[src/rtl/counter_pwm_pkg.sv]
// Shared definitions for the counter-driven PWM block and its helpers.
package counter_pwm_pkg;

  // Count bus width shared with the free-running up-counter.
  localparam int CNT_WIDTH = 8;

  // Output polarity selectors.
  localparam bit POL_ACTIVE_HIGH = 1'b1;
  localparam bit POL_ACTIVE_LOW  = 1'b0;

  // Controller state.
  typedef enum logic [1:0] {
    IDLE = 2'd0,
    SYNC = 2'd1,
    RUN  = 2'd2
  } pwm_state_e;

endpackage

[src/rtl/counter_wrap_detect.sv]
// Detects a period boundary on a counter bus: any decrease between two
// consecutive samples (natural overflow or an upstream counter reset).
module counter_wrap_detect
  import counter_pwm_pkg::*;
#(
  parameter int WIDTH = CNT_WIDTH
) (
  input  logic             clk,
  input  logic             reset_n,
  input  logic [WIDTH-1:0] count,
  output logic             wrap
);

  logic [WIDTH-1:0] count_prev_q;
  logic             prev_valid_q;

  // Keep the previous sample; the first sample after reset has no history.
  always_ff @(posedge clk or negedge reset_n) begin
    if (!reset_n) begin
      count_prev_q <= '0;
      prev_valid_q <= 1'b0;
    end else begin
      count_prev_q <= count;
      prev_valid_q <= 1'b1;
    end
  end

  // Equal consecutive values (stalled counter) are not a boundary.
  assign wrap = prev_valid_q && (count < count_prev_q);

endmodule

[src/rtl/counter_pwm.sv]
// Converts a free-running count into a registered PWM waveform. The duty
// value arrives through a one-deep shadow register and only takes effect
// at a period boundary so the waveform never glitches mid-period.
module counter_pwm
  import counter_pwm_pkg::*;
#(
  parameter int               WIDTH      = CNT_WIDTH,
  parameter logic [WIDTH-1:0] DUTY_RESET = '0,
  parameter bit               POLARITY   = POL_ACTIVE_HIGH,
  parameter int               WRAP_CNT_W = 16
) (
  input  logic                  clk,
  input  logic                  reset_n,
  input  logic [WIDTH-1:0]      count,
  input  logic                  enable,
  input  logic [WIDTH-1:0]      duty_data,
  input  logic                  duty_valid,
  output logic                  duty_ready,
  output logic                  pwm_out,
  output logic                  period_start,
  output logic [WRAP_CNT_W-1:0] period_cnt,
  output logic                  running
);

  pwm_state_e            state_q, state_d;
  logic                  wrap;
  logic                  period_evt;
  logic                  duty_load;
  logic                  duty_xfer;
  logic [WIDTH-1:0]      duty_eff;
  logic [WIDTH-1:0]      duty_active_q;
  logic [WIDTH-1:0]      pending_q;
  logic                  pending_full_q;
  logic                  pwm_d, pwm_q;
  logic                  period_start_q;
  logic [WRAP_CNT_W-1:0] period_cnt_q, period_cnt_d;

  counter_wrap_detect #(.WIDTH(WIDTH)) u_wrap (
    .clk     (clk),
    .reset_n (reset_n),
    .count   (count),
    .wrap    (wrap)
  );

  // A boundary only counts while enabled and out of IDLE; a falling enable wins.
  assign period_evt = wrap && enable && (state_q != IDLE);
  assign duty_load  = period_evt && pending_full_q;
  assign duty_xfer  = duty_valid && !pending_full_q;
  // The duty loaded on a boundary already applies to that cycle's compare.
  assign duty_eff   = duty_load ? pending_q : duty_active_q;

  // FSM state register.
  always_ff @(posedge clk or negedge reset_n) begin
    if (!reset_n) state_q <= IDLE;
    else          state_q <= state_d;
  end

  // FSM next state: disable overrides everything; SYNC waits for a boundary.
  always_comb begin
    state_d = state_q;
    if (!enable) begin
      state_d = IDLE;
    end else begin
      case (state_q)
        IDLE:    state_d = SYNC;
        SYNC:    if (wrap) state_d = RUN;
        RUN:     state_d = RUN;
        default: state_d = IDLE;
      endcase
    end
  end

  // FSM outputs: PWM compare and saturating period count for the next cycle.
  always_comb begin
    pwm_d        = !POLARITY;
    period_cnt_d = period_cnt_q;
    if (state_d == RUN) begin
      pwm_d = (count < duty_eff) ? POLARITY : !POLARITY;
    end
    if (state_d == IDLE) begin
      period_cnt_d = '0;
    end else if (period_evt && (period_cnt_q != {WRAP_CNT_W{1'b1}})) begin
      period_cnt_d = period_cnt_q + 1'b1;
    end
  end

  // Output registers.
  always_ff @(posedge clk or negedge reset_n) begin
    if (!reset_n) begin
      pwm_q          <= !POLARITY;
      period_start_q <= 1'b0;
      period_cnt_q   <= '0;
    end else begin
      pwm_q          <= pwm_d;
      period_start_q <= period_evt;
      period_cnt_q   <= period_cnt_d;
    end
  end

  // Shadow and active duty: consume on a boundary first, then capture a new write.
  always_ff @(posedge clk or negedge reset_n) begin
    if (!reset_n) begin
      duty_active_q  <= DUTY_RESET;
      pending_q      <= '0;
      pending_full_q <= 1'b0;
    end else begin
      if (duty_load) begin
        duty_active_q  <= pending_q;
        pending_full_q <= 1'b0;
      end
      if (duty_xfer) begin
        pending_q      <= duty_data;
        pending_full_q <= 1'b1;
      end
    end
  end

  assign duty_ready   = !pending_full_q;
  assign pwm_out      = pwm_q;
  assign period_start = period_start_q;
  assign period_cnt   = period_cnt_q;
  assign running      = (state_q == RUN);

endmodule

[config.mk]
export PLATFORM = sky130hd
export DESIGN_NAME = counter_pwm
export DESIGN_NICKNAME = d
export VERILOG_FILES = /design/src/rtl/counter_pwm_pkg.sv /design/src/rtl/counter_wrap_detect.sv /design/src/rtl/counter_pwm.sv
export SDC_FILE = /design/constraint.sdc
export NUM_CORES = 1
export LEC_CHECK = 0
export CAP_MARGIN = 15
export CORE_MARGIN = 1
export CORE_UTILIZATION = 35
export CTS_BUF_LIST = sky130_fd_sc_hd__clkbuf_16
export CTS_CLUSTER_SIZE = 28
export DETAILED_ROUTE_END_ITERATION = 8
export HOLD_SLACK_MARGIN = 0.1
export PLACE_DENSITY = 0.59
export SLEW_MARGIN = 30
export SYNTH_ARGS = -nofsm -noshare
export SYNTH_HDL_FRONTEND = slang
export SYNTH_HIERARCHICAL = 1
export SYNTH_SLANG_ARGS = --single-unit
[constraint.sdc]
create_clock -name clk -period 3.9 [get_ports clk]
set_clock_uncertainty 0.15 [all_clocks]
set_input_delay 0.39 -clock clk [delete_from_list [all_inputs] [get_ports clk]]
set_output_delay 0.39 -clock clk [all_outputs]
set_load 0.01 [all_outputs]
Word-level counts from Yosys, hierarchy flattened
Cells that the tools add are included.
- register bits after elaboration: 46
- word-level logic and storage cells: 38
- add/subtract/negate cells: 1
- order comparisons: 2
- equal/unequal tests: 4
- mux-type cells: 10
- reductions and logical operators: 12
- operators with widths (cell ; count):
    two-way mux 16 bit ; 2
    adder 16 x 1 -> 16 bit, second input constant ; 1
    less-than comparator 8 bit ; 2
    inequality test 16 bit, second input constant ; 1
    two-way mux 8 bit ; 1
    logical AND 1 bit ; 6
    case mux 2 bit (3 select lines) ; 1
    nonzero test 2 bit ; 3
    equality test 2 bit, second input constant ; 2
    logical NOT 2 bit ; 2
    two-way mux 1 bit ; 4
    two-way mux 2 bit ; 2
    equality test 2 x 1 -> 1 bit, second input constant ; 1
    logical NOT 1 bit ; 1

Longest topological paths before layout
Gate-level depths: netlist (run 1).
- word-level depth: 9
- mapped depth: 13
- mapped depth without buffers: 13

Modules after synthesis
Netlist (run 1), hierarchy kept.
- by module, submodules not included (module ; times used ; cells each ; area an instance (um2)):
    counter_pwm ; 1 ; 165 ; 1889.3
    counter_wrap_detect ; 1 ; 36 ; 412.9

Worst setup path before layout (run 1)
Ideal clock, no wire load.
- path type: input -> register
- start: input count[2]
- end: register pwm_q (netlist: pwm_out)
- data arrival time: 2.755 ns
- data required time: 3.650 ns
- setup slack: 0.894 ns
- stages on the path: 12
- path buffers: 0
- path through: ha_1 > a211oi_2 > o21ai_1 > a21oi_1 > o2111ai_4 > mux2_2 > inv_1 > ha_1 > a21oi_1 > nor2b_1 > o21ai_0 > nor4bb_1
- longest elaborated chain between the ends: 9
- elaborated cells on any way between the ends: 13
- classes of those cells: order compare: 2; eq/ne: 1; mux: 6; reduce/logical: 4
- RTL lines (what ; line ; source):
    from (decl) ; counter_pwm.sv:14 ; input logic [WIDTH-1:0] count,
    less-than comparator 8 bit ; counter_wrap_detect.sv:29 ; assign wrap = prev_valid_q && (count < count_prev_q);
    logical AND 1 bit ; counter_wrap_detect.sv:29 ;
    via wrap ; counter_pwm.sv:26 ; logic wrap;
    logical AND 1 bit (2 in a row) ; counter_pwm.sv:46 ; assign period_evt = wrap && enable && (state_q != IDLE);
    logical AND 1 bit ; counter_pwm.sv:47 ; assign duty_load = period_evt && pending_full_q;
    two-way mux 8 bit ; - ;
    via duty_eff[5] ; counter_pwm.sv:30 ; logic [WIDTH-1:0] duty_eff;
    less-than comparator 8 bit ; counter_pwm.sv:78 ; pwm_d = (count < duty_eff) ? POLARITY : !POLARITY;
    two-way mux 1 bit ; counter_pwm.sv:78 ;
    two-way mux 1 bit ; counter_pwm.sv:77 ; if (state_d == RUN) begin
    via pwm_d ; counter_pwm.sv:34 ; logic pwm_d, pwm_q;
    to (signal assigned) ; counter_pwm.sv:90 ; pwm_q <= !POLARITY;
    to (signal assigned) ; counter_pwm.sv:94 ; pwm_q <= pwm_d;
    to (decl) ; counter_pwm.sv:34 ;
The timed path passes the listed nets, and every way through them passes these cells.
A chain may end at the register's enable or synchronous reset.

Worst setup path after layout (run 1)
Same ends and word-level chain as after synthesis.

==> results of run 1 <==
[cells in the mapped netlist, drive strengths merged]
master / count
a2111oi: 2
a211oi: 5
a21bo: 1
a21o: 2
a21oi: 9
and2: 3
and3: 1
and3b: 1
and4: 3
buf: 1
clkbuf: 3
conb: 1
dfrtp: 46
ha: 15
inv: 18
mux2: 12
mux2i: 5
nand2: 8
nand3: 5
nand3b: 1
nand4: 5
nor2: 18
nor2b: 5
nor3: 1
nor4bb: 1
o2111a: 1
o2111ai: 3
o211ai: 3
o21a: 2
o21ai: 5
or2: 1
or3: 1
xnor2: 9
xor2: 4
[routing by layer]
| layer | GRT usage [%] | vias to the layer above | wire length [um] |
|---|---|---|---|
| met5 | 0 | - | 0 |
| met4 | 3.76 | 0 | 35 |
| met3 | 3.28 | 4 | 175 |
| met2 | 22.6 | 36 | 2040 |
| met1 | 17.4 | 770 | 1940 |
| li1 | - | 791 | - |
[power by group through the flow]
| stage | combinational, mW | clock, mW | sequential (mW) |
|---|---|---|---|
| 2_1_floorplan | 0.176 | 0 | 0.598 |
| 3_3_place_gp | 0.244 | 0 | 0.611 |
| 3_5_place_dp | 0.253 | 0 | 0.613 |
| 4_1_cts | 0.254 | 0.403 | 0.605 |
| 5_1_grt | 0.285 | 0.422 | 0.612 |
| 6_report | 0.247 | 0.389 | 0.604 |
[sequential cells by signal (all words and copies together) (netlist names)]
register	cells
duty_active_q	8
pending_full_q	1
pending_q	8
period_cnt	16
period_start	1
pwm_out	1
state_q	2
u_wrap/count_prev_q	8
u_wrap/prev_valid_q	1
[per-stage QoR]
stage / hold WS, ns / std cells / setup WS, ns
3_5_place_dp: 0.288 / 314 / 0.151
5_1_grt: 0.354 / 321 / 0.263
4_1_cts: 0.347 / 321 / 0.442
6_report: 0.344 / 321 / 0.493
2_1_floorplan: -0.0556 / 201 / 0.894
3_3_place_gp: 0.326 / 314 / 0.357
[area by class of cell]
class | instances | area [sq um]
inverter | 18 | 67.6
timing repair buffer | 41 | 405
fill | 601 | 3430
clock buffer | 5 | 125
multi-input combinational | 133 | 1070
clock inverter | 1 | 3.75
sequential | 46 | 1150
tap | 77 | 96.3
[what timing repair did]
item	4_1_cts	5_1_grt
resized for setup	0	0
setup buffers	0	0
hold buffers	1	0
hold endpoints to repair	46	0
[how the worst min path moves through the flow]
| stage | endpoint | slack [ns] | cells past startpoint |
|---|---|---|---|
| after floorplan | duty_active_q[0]$_DFF_PN0_ | -0.06 | 0 |
| after global placement | duty_active_q[6]$_DFF_PN0_ | 0.33 | 2 |
| final | duty_active_q[3]$_DFF_PN0_ | 0.34 | 1 |
| after CTS | duty_active_q[0]$_DFF_PN0_ | 0.35 | 1 |
| after detailed placement | period_cnt[0]$_DFFE_PN0P_ | 0.29 | 1 |
| after global routing | duty_active_q[0]$_DFF_PN0_ | 0.35 | 1 |
[kinds of logic (layout without fill, tap and decap cells)]
logic type / Yosys count / after routing / share of synthesized area (%)
adder cells (fa/ha/maj): 15 / 15 / 8.15
AO/OA/AOI/OAI: 33 / 33 / 12.2
AND/OR/NAND/NOR: 54 / 54 / 12.7
buffers and inverters: 22 / 65 / 3.64
other: 1 / 1 / 0.163
XOR/XNOR: 13 / 13 / 4.95
flip-flops: 46 / 46 / 50.0
multiplexers: 17 / 17 / 8.21
[worst reg2reg max path, cell delays in order, from the launching register on]
cell	delay [ns]
dfrtp_1	0.32
inv_1	0.04
ha_1	0.29
a211oi_2	0.21
o21ai_1	0.10
a21oi_1	0.29
o2111ai_4	0.30
mux2_2	0.36
inv_1	0.06
ha_1	0.22
a21oi_1	0.15
nor2b_1	0.05
o21ai_0	0.17
nor4bb_1	0.32
==> results.json, run 1 <==
{
  "ctsHtreeMaxLevel": 2,
  "drt_iter0_markers": 20,
  "die_y_um": 83.1,
  "totalWireLength_um": 4190,
  "clockBufferDepth": 2,
  "swShare_pct": 25.3,
  "seqPwrFrac_pct": 48.7,
  "drive_gt1_share_pct": 11.9,
  "syn_nets": 236,
  "internal-power_uw": 926,
  "combPwrFrac_pct": 19.9,
  "core_sq_um": 6350,
  "clk_pin_slew_worst_paths_ns": 0.06,
  "crit_path_end": "pwm_out$_DFF_PN0_",
  "cts_root_buf": "clkbuf_16",
  "io_pins": 40,
  "p_leak_nw": 1.28,
  "layout.nets": 280,
  "design_area_sq_um": 2920,
  "cts_made_buffers": 5,
  "endpoint_kind": "register",
  "fin_crit_sh_pct": 87.4,
  "final_common_cell": "dfrtp_1",
  "r2r-end": "pwm_out$_DFF_PN0_",
  "pwr-share-clk_pct": 31.4,
  "grt_usage_pct": 13.5,
  "grt_pass1_vias": 1641,
  "clkSinkCount": 46,
  "timing.hold.worst.class": "reg2reg",
  "regToRegStartpoint": "u_wrap/count_prev_q[2]$_DFF_PN0_",
  "most-common-layout-cells": "dfrtp_1 (46), clkdlybuf4s50_1 (38), nor2_1 (18)",
  "reg2reg_depth": 13,
  "power_mw": 1.24,
  "synth.avg_cell_area_sq_um": 11.5,
  "p_per_area_nw_per_um2": 425,
  "worstSetupPathDepth": 13,
  "overflow": 0,
  "critical_path_arrival_ns": 3.43,
  "synthTopCellsByArea": "dfrtp_1 (50%), ha_1 (8.2%), mux2_2 (5.4%)",
  "final_hold_viol_count": 0,
  "std_cell_rows": 29,
  "ys_ff_latch": 46,
  "grt_pass1_wl_um": 7570,
  "worstSetupStartpoint": "count[2]",
  "cp-start-kind": "primary input",
  "area_delta_synth_final_pct": 26.7,
  "crit_fanout": 9,
  "ys_types": 43,
  "slew_violations": 0,
  "drt_drc_violations_left": 0,
  "fmax_mhz": 294,
  "hpwl_um": 3100,
  "worstPathCellList": "clkdlybuf4s50_1 -> ha_1 -> a211oi_2 -> o21ai_1 -> a21oi_1 -> o2111ai_4 -> mux2_2 -> inv_1 -> ha_1 -> a21oi_1 -> nor2b_1 -> o21ai_0 -> nor4bb_1",
  "status": "finished clean",
  "antenna_cells": 0,
  "required_ns": 3.92,
  "min_period_ns": 3.41,
  "fin_setup_tns_ns": 0,
  "placed_cell_area_sq_um": 2780,
  "synth_area_sq_um": 2300,
  "die_area_sq_um": 6910,
  "ant_nets": 0,
  "vias_per_cell": 4.99,
  "synth.largest_area_cell": "dfrtp_1",
  "grt_max_degree": 47,
  "cts_tree": "built",
  "syn-instance-count": 201,
  "setup_violations": 0,
  "rsz0062_at_grt": "false",
  "firstDrtPassIters": 4,
  "cp_slowest_cell": "clkdlybuf4s50_1",
  "wl_per_cell_um": 13.1,
  "tightest_slew_ns": 0.710,
  "numPortBuffers": 39,
  "vdd_drop_max_mv": 0.247,
  "drv_cap": 0,
  "die_w_um": 83.1,
  "relSlewSlack_pct": 52.6,
  "path_class": "in2reg",
  "cp_num_buf_inv": 2,
  "start_util_pct": 36.3,
  "insertion_delay_ns": 0.28,
  "netSwitchingPower_uw": 314,
  "final_util_pct": 45.9,
  "antenna_found_initial": 0,
  "netlist.area_leader.share_pct": 50.0,
  "num_vias": 1601,
  "yosys_warnings": 6,
  "slowest_delay_ns": 0.46,
  "min_from": "duty_active_q[3]$_DFF_PN0_",
  "ff2ff_setup_slack_ns": 0.75,
  "routabilityCongestion": 0.725,
  "cp_top_family": "compound AO/OA/AOI/OAI gates",
  "ys_seq_area_share_pct": 50.0
}
No activity file was read; power rests on OpenSTA's default activity.
==> run 2, diff against run 1 <==
Settings changed: ABC_CLOCK_PERIOD_IN_PS from default to 3900, CORE_MARGIN 1 to 2.
==> run 2 against run 1 <==
Compared with the run above:
- first-iteration DRC count grew to 3.7 times the previous value
- combinational power hardly changed
- highest routed layer unchanged
- critical path type unchanged
- count of clock-buffer cells in the layout stayed put
- global-route usage fell by 0.56 points
- final area rose by 0.21%
==> results.json, run 2 (synthesis gave the netlist of run 1 again) <==
{
  "overflow": 0,
  "final_common_cell": "dfrtp_1",
  "vdd_drop_max_mv": 0.226,
  "p_leak_nw": 1.28,
  "routabilityCongestion": 0.749,
  "timing.hold.worst.class": "reg2reg",
  "antenna_cells": 0,
  "regArea_sq_um": 1150,
  "clk_pin_slew_worst_paths_ns": 0.06,
  "drt_drc_violations_left": 0,
  "clkSinkCount": 46,
  "cp-start-kind": "primary input",
  "layout.nets": 280,
  "area_delta_synth_final_pct": 27.0,
  "cts_tree": "built",
  "fin_hold_ws_ns": 0.341,
  "die_area_sq_um": 7240,
  "die_w_um": 85.1,
  "cp_slowest_cell": "clkdlybuf4s50_1",
  "most-common-layout-cells": "dfrtp_1 (46), clkdlybuf4s50_1 (38), nor2_1 (18)",
  "die_y_um": 85.1,
  "grt_pass1_vias": 1595,
  "clockBufferDepth": 2,
  "ant_nets": 0,
  "placed_cell_area_sq_um": 2780,
  "endpoint_kind": "register",
  "min_from": "duty_active_q[6]$_DFF_PN0_",
  "numPortBuffers": 39,
  "cp_num_buf_inv": 2,
  "slowest_delay_ns": 0.46,
  "slew_violations": 0,
  "required_ns": 3.93,
  "worstPathCellList": "clkdlybuf4s50_1 -> ha_1 -> a211oi_2 -> o21ai_1 -> a21oi_1 -> o2111ai_4 -> mux2_2 -> inv_1 -> ha_1 -> a21oi_1 -> nor2b_1 -> o21ai_0 -> nor4bb_1",
  "cts_made_buffers": 5,
  "pre_cts_slack_ns": 0.276,
  "regToRegStartpoint": "u_wrap/count_prev_q[2]$_DFF_PN0_",
  "min_period_ns": 3.29,
  "cp_top_family": "compound AO/OA/AOI/OAI gates",
  "fin_ws_ns": 0.610,
  "vias_per_cell": 4.81,
  "cts_resized": 0,
  "tightest_slew_ns": 0.699,
  "p_per_area_nw_per_um2": 427,
  "wl_per_cell_um": 13.3,
  "cts_root_buf": "clkbuf_16",
  "status": "finished clean",
  "totalWireLength_um": 4290,
  "start_util_pct": 36.3,
  "setup_violations": 0,
  "hpwl_um": 3100,
  "num_vias": 1548,
  "drv_cap": 0,
  "drive_gt1_share_pct": 12.7,
  "crit_fanout": 9,
  "rsz0062_at_grt": "false",
  "insertion_delay_ns": 0.28,
  "largest_register_ffs": 16,
  "design_area_sq_um": 2920,
  "path_class": "in2reg",
  "relSlewSlack_pct": 53.3,
  "final_hold_viol_count": 0,
  "std_cell_rows": 29,
  "firstDrtPassIters": 4,
  "ctsHtreeMaxLevel": 2,
  "io_pins": 40,
  "core_sq_um": 6350,
  "drt_iter0_markers": 73,
  "antenna_found_initial": 0,
  "fin_crit_sh_pct": 84.3,
  "grt_max_degree": 47,
  "fmax_mhz": 304,
  "n_fill_cell": 605,
  "multiInputGateArea_sq_um": 1070,
  "grt_usage_pct": 12.9,
  "worstSetupStartpoint": "count[2]",
  "grt_pass1_wl_um": 7620,
  "critical_path_arrival_ns": 3.32,
  "fin_setup_tns_ns": 0
}
-- run 2: cell count changes in the layout (fill, tap and decap cells not counted) --
cell / previous run / this run
clkinv_2: 0 / 2
clkinv_1: 1 / 0
-- run 2: power breakdown --
part | internal [mW] | total, mW | switching (mW)
logic | 0.134 | 0.246 | 0.111
clock network | 0.231 | 0.400 | 0.169
registers | 0.564 | 0.602 | 0.0382
-- run 2: worst paths after layout --
kind,cells past startpoint,slack (ns),endpoint
max reg2reg,13,0.87,pwm_out$_DFF_PN0_
max,13,0.61,pwm_out$_DFF_PN0_
min in group asynchronous,2,0.50,state_q[1]$_DFF_PN0_
min reg2reg,2,0.34,duty_active_q[6]$_DFF_PN0_
max in group asynchronous,2,2.69,u_wrap/count_prev_q[7]$_DFF_PN0_
min,2,0.34,duty_active_q[6]$_DFF_PN0_
-- run 2: tightest hold or removal path: stages (launching register included) --
cell     delay (ns)
dfrtp_1        0.32
mux2i_1        0.08
inv_1          0.06
-- run 2: area by class of cell --
cell class	count	area share, %
flip-flops and latches	46	39.4
well taps	77	3.30
inverters	18	2.31
multi-input cells	133	36.5
clock inverters	2	0.342
repair buffers	41	13.9
clock buffers	5	4.28
-- run 2: per-layer routing --
layer	vias to the layer above	track usage (%)	part of all wire (%)
met2	29	21.9	49
met4	0	3.03	0.61
met5	-	0	0
met1	727	16.8	47
li1	788	-	-
met3	4	3.21	3.7
-- run 2: stage by stage --
stage | util [%] | instances | power (mW)
2_1_floorplan | - | 201 | 0.774
3_3_place_gp | 43.7 | 314 | 0.855
3_5_place_dp | 43.7 | 314 | 0.863
4_1_cts | 46.0 | 322 | 1.27
5_1_grt | 46.0 | 322 | 1.34
6_report | 46.0 | 322 | 1.25
-- run 2: repair_timing --
| action | CTS | global route |
|---|---|---|
| buffers inserted | 0 | 0 |
| endpoints found under the hold margin | 46 | 0 |
| hold buffers | 1 | 0 |
